===== config.mk =====
export PLATFORM = sky130hd
export DESIGN_NAME = dsp_mac_sequencer
export DESIGN_NICKNAME = d
export VERILOG_FILES = /design/src/rtl/dsp_mac_sequencer.sv
export SDC_FILE = /design/constraint.sdc
export NUM_CORES = 1
export LEC_CHECK = 0
export ABC_AREA = 1
export CAP_MARGIN = 20
export CORE_ASPECT_RATIO = 0.75
export CORE_MARGIN = 2
export CORE_UTILIZATION = 30
export CTS_CLUSTER_SIZE = 24
export DETAILED_ROUTE_END_ITERATION = 10
export PLACE_DENSITY_LB_ADDON = 0.08
export SKIP_LAST_GASP = 1
export SLEW_MARGIN = 5
export SYNTH_ARGS = -nofsm -noshare
export SYNTH_HDL_FRONTEND = slang
export SYNTH_SLANG_ARGS = --single-unit

===== constraint.sdc =====
create_clock -name clock_i -period 3.9 [get_ports clock_i]
set_clock_uncertainty 0.1 [all_clocks]
set_input_delay 0.78 -clock clock_i [delete_from_list [all_inputs] [get_ports clock_i]]
set_output_delay 0.78 -clock clock_i [all_outputs]
set_load 0.02 [all_outputs]

===== src/rtl/dsp_mac_sequencer.sv =====
// Operand/control feeder for one DSP58 slice computing R = X*y + Z limb by limb.
// The slice accumulates the inter-limb carry through its P>>17 feedback path.
module dsp_mac_sequencer #(
    parameter int WORD_COUNT = 8,
    parameter int ABREG      = 1,
    parameter int MREG       = 1
) (
    input  logic        clock_i,
    input  logic        reset_n_i,
    input  logic        start_i,
    input  logic [16:0] y_i,
    output logic        busy_o,
    input  logic        in_valid_i,
    output logic        in_ready_o,
    input  logic [16:0] x_i,
    input  logic [16:0] z_i,
    output logic [16:0] A_o,
    output logic [16:0] B_o,
    output logic [33:0] C_o,
    output logic        CREG_en_o,
    output logic [8:0]  OPMODE_o,
    input  logic [33:0] P_i,
    output logic        res_valid_o,
    output logic [16:0] res_o,
    output logic        res_last_o,
    output logic        done_o
);

    localparam int DSP_REG_LEVEL = 1 + ABREG + MREG;
    localparam int STAGES        = DSP_REG_LEVEL;
    localparam int OP_DLY        = DSP_REG_LEVEL - 2;
    localparam int CNT_W         = (WORD_COUNT > 1) ? $clog2(WORD_COUNT) : 1;
    localparam logic [CNT_W-1:0] LAST_J = CNT_W'(WORD_COUNT - 1);

    localparam logic [8:0] OP_LIMB0  = 9'h185;
    localparam logic [8:0] OP_LIMBN  = 9'h1E5;
    localparam logic [8:0] OP_BUBBLE = 9'h020;
    localparam logic [8:0] OP_FLUSH  = 9'h060;
    localparam logic [8:0] OP_IDLE   = 9'h000;

    typedef enum logic [1:0] {IDLE, ISSUE, FLUSH, DRAIN} state_t;

    typedef struct packed {
        logic [8:0]  opmode;
        logic [33:0] c;
        logic        creg_en;
    } ctrl_t;

    state_t              state_q, state_d;
    logic [CNT_W-1:0]    cnt_q;
    logic [16:0]         y_q;
    logic                hs;
    logic                slot_tag, slot_last;
    logic [16:0]         slot_a, slot_b;
    ctrl_t               slot_ctrl;
    ctrl_t [OP_DLY:0]    ctrl_pipe;
    logic [STAGES:0]     vld_pipe, last_pipe;
    logic                unused_p_hi;

    always_ff @(posedge clock_i or negedge reset_n_i) begin
        if (!reset_n_i) state_q <= IDLE;
        else            state_q <= state_d;
    end

    always_comb begin
        state_d = state_q;
        case (state_q)
            IDLE:    if (start_i) state_d = ISSUE;
            ISSUE:   if (hs && cnt_q == LAST_J) state_d = FLUSH;
            FLUSH:   state_d = DRAIN;
            DRAIN:   if (res_last_o) state_d = IDLE;
            default: state_d = IDLE;
        endcase
    end

    // Slot decode: what enters the slice pipeline on the next cycle.
    always_comb begin
        in_ready_o = (state_q == ISSUE);
        busy_o     = (state_q != IDLE);
        hs         = in_valid_i && (state_q == ISSUE);
        slot_a     = '0;
        slot_b     = '0;
        slot_ctrl  = '{opmode: OP_IDLE, c: '0, creg_en: 1'b0};
        slot_tag   = 1'b0;
        slot_last  = 1'b0;
        case (state_q)
            ISSUE: begin
                if (hs) begin
                    slot_a            = x_i;
                    slot_b            = y_q;
                    slot_ctrl.opmode  = (cnt_q == '0) ? OP_LIMB0 : OP_LIMBN;
                    slot_ctrl.c       = {17'b0, z_i};
                    slot_ctrl.creg_en = 1'b1;
                    slot_tag          = 1'b1;
                end else begin
                    slot_ctrl.opmode  = OP_BUBBLE;
                end
            end
            FLUSH: begin
                slot_ctrl.opmode = OP_FLUSH;
                slot_tag         = 1'b1;
                slot_last        = 1'b1;
            end
            default: ;
        endcase
    end

    // OPMODE/C trail A/B by the slice's AB+M depth minus its own OPMODE/C register.
    always_ff @(posedge clock_i or negedge reset_n_i) begin
        if (!reset_n_i) begin
            y_q       <= '0;
            cnt_q     <= '0;
            A_o       <= '0;
            B_o       <= '0;
            ctrl_pipe <= '0;
            vld_pipe  <= '0;
            last_pipe <= '0;
        end else begin
            if (state_q == IDLE && start_i) begin
                y_q   <= y_i;
                cnt_q <= '0;
            end else if (hs) begin
                cnt_q <= cnt_q + CNT_W'(1);
            end
            A_o          <= slot_a;
            B_o          <= slot_b;
            ctrl_pipe[0] <= slot_ctrl;
            for (int k = 1; k <= OP_DLY; k++) ctrl_pipe[k] <= ctrl_pipe[k-1];
            vld_pipe     <= {vld_pipe[STAGES-1:0], slot_tag};
            last_pipe    <= {last_pipe[STAGES-1:0], slot_last};
        end
    end

    assign OPMODE_o    = ctrl_pipe[OP_DLY].opmode;
    assign C_o         = ctrl_pipe[OP_DLY].c;
    assign CREG_en_o   = ctrl_pipe[OP_DLY].creg_en;
    assign res_valid_o = vld_pipe[STAGES];
    assign res_last_o  = vld_pipe[STAGES] & last_pipe[STAGES];
    assign done_o      = res_last_o;
    assign res_o       = P_i[16:0];
    assign unused_p_hi = ^P_i[33:17];

endmodule


==> metrics.cfg <==
[placed_design]
placedCellCount = 585
dp_hpwl_um = 5270
gp_congestion = 0.754
port_buffers = 117

[clocking]
clkLatencyLatePin_ns = 0.34
path_clk_slew_ns = 0.07
ctsResizeCount = 0
cts_max_level = 3
holdBufCountCts = 0
numCtsBuffers = 9
cts-root-buf = clkbuf_16
cts_max_path_buffers = 2
cts_sinks = 104
post_cts.repair.setup_buffers = 0
tritoncts = yes

[yosys]
yosysMostFrequentCell = dfrtp_1
yosys-top-cells-count = dfrtp_1 (104), nand2_1 (64), buf_4 (61)
synth_top_area_share_pct = 64.0
synthMuxAreaShare_pct = 6.18
synthAdderAreaFrac_pct = 2.77
syn_area_sq_um = 4070
synth_xor_area_share_pct = 0
synthFlopType = dfrtp_1
synth_largest_area_cell = dfrtp_1
synth_top_family_by_area = buffers and inverters
synth_cells = 348
synthDistinctLibCells = 17
synth_warnings = 0
ys_seq_elements = 104
synthArstFlopShare_pct = 100
synth.area.top_cells = dfrtp_1 (64%), buf_4 (11%), mux2_4 (5.9%)
synth-simple-area-share_pct = 11.8
synth-compound-area-share_pct = 0.861
synth.avg_cell_area_sq_um = 11.7
seq_area_frac_synth_pct = 64.0
synth-edff-count = 0

[grt]
overflow = 0
grt_pass1_wl_um = 13000
grt_usage_pct = 11.4
grt_pass1_vias = 2395
grt_max_degree = 41
antenna_found_initial = 0

[floorplanning]
core_area_sq_um = 13100
die_w_um = 138
die-area_sq_um = 14500
die_h_um = 105
num_rows = 36
io-pin-count = 189
start_util_pct = 31.0

[sta]
maxSlewViolCount = 0
slew_headroom_pct = 45.8
holdWs_ns = 0.247
fin_crit_sh_pct = 68.8
fmax_mhz = 372
hold_viol_final = 0
rsz0062_at_grt = no
setup_viol = 0
setup_tns_ns = 0
worst_pin_slew_ns = 0.810
finalCriticalPeriod_ns = 2.68

[setup_path]
crit_fanout = 5
crit_type = reg2out
path_common_cell = inv_1
crit_path_max_incr_delay_ns = 0.59
endpoint_kind = output pin
crit_chain = inv_1 > ha_1 > inv_1 > clkdlybuf4s50_1
crit_path_top_delay_cell = clkdlybuf4s50_1
crit_path_start_kind = register
critPathArrivalTime_ns = 1.80
required_ns = 3.02

[power]
report.power.total_mw = 3.19
p_leak_nw = 2.49
powerDensity_nw_per_um2 = 602
max-vdd-ir-drop_mv = 0.444

[route]
vias = 2349
wirelength_um = 7970
drt-pass1-iter-count = 4
drc = 0
route.antenna.remaining_nets = 0
detail_route.wl_per_cell_um = 13.3
vias_per_cell = 3.92
drtIter0Drc = 93

[worst_hold_path]
hold_path.class = reg2reg

[finish]
n_fill_cell = 1252
num_antenna_cells = 0
layout.nets = 523
instances_no_fill = 600
final_layout_size_suffix_gt1_share_pct = 9.56
area_growth_pct = 30.3
final_util_pct = 40.4

[flow_run]
drv_cap = 0

[status]
outcome = finished clean

[flip-flops by register name (all words and copies together), names as in the netlist]
| signal | cells |
|---|---|
| cnt_q | 3 |
| A_o | 17 |
| y_q | 17 |
| state_q | 2 |
| ctrl_pipe | 20 |
| B_o | 17 |
| vld_pipe | 4 |
| OPMODE_o | 3 |
| C_o | 17 |
| last_pipe | 4 |
[area by class of cell]
class	instances	area [sq um]	share of cell area [%]
Clock inverter	5	40.0	0.755
Inverter	12	45.0	0.850
Clock buffer	10	239	4.51
Tap cell	171	214	4.04
Multi-Input combinational cell	177	961	18.1
Sequential cell	104	2600	49.1
Timing Repair Buffer	121	1200	22.6
[cells in the final DEF (no fill, tap or decap), drive strengths merged]
master,instances
conb,20
o21ai,4
ha,9
nand3,5
nand2,65
mux2,17
clkbuf,10
clkinvlp,3
or2,1
clkdlybuf4s50,116
inv,14
a21oi,3
dfrtp,104
nand4,2
buf,5
nor2,51
[per-layer routing]
metal  GRT usage [%]  wire length, um  share of wire [%]
met1            16.0             3800                 48
met3            3.94              565                7.1
met4            3.43               87                1.1
met5               0                0                  0
met2            16.8             3520                 44
[through the flow]
step,cell area [sq um],setup slack (ns)
after floorplan,4140,2.11
after global placement,5020,1.30
final,5300,1.22
after CTS,5300,1.21
after global routing,5300,1.13
after detailed placement,5020,1.28
[power by group]
group	internal (mW)	total, mW	leakage, nW	switching, mW
logic	0.441	0.963	0.963	0.522
registers	1.29	1.38	1.40	0.0948
clock network	0.451	0.845	0.128	0.394
[final timing paths]
kind	start	to	slack [ns]	depth (start not counted)
min in group asynchronous	reset_n_i	C_o[7]	0.26	1
min reg2reg	last_pipe[2]	last_pipe[3]	0.25	0
max	state_q[0]	busy_o	1.22	4
min	last_pipe[2]	last_pipe[3]	0.25	0
max in group asynchronous	reset_n_i	C_o[16]	2.60	2
max reg2reg	state_q[1]	ctrl_pipe[14]	1.88	5
[cell families after synthesis]
logic type	after synthesis
simple gates	124
flops	104
buf+inv	86
mux	17
fa+ha+maj	9
compound gates	7
other cells	1
[worst max-delay path, delay by kind of cell, from the launching register on]
kind       cells  cell delay [ns]
buf+inv        3             0.76
fa+ha+maj      1             0.25
flops          1             0.45
Power figures use the tool's default switching activity.
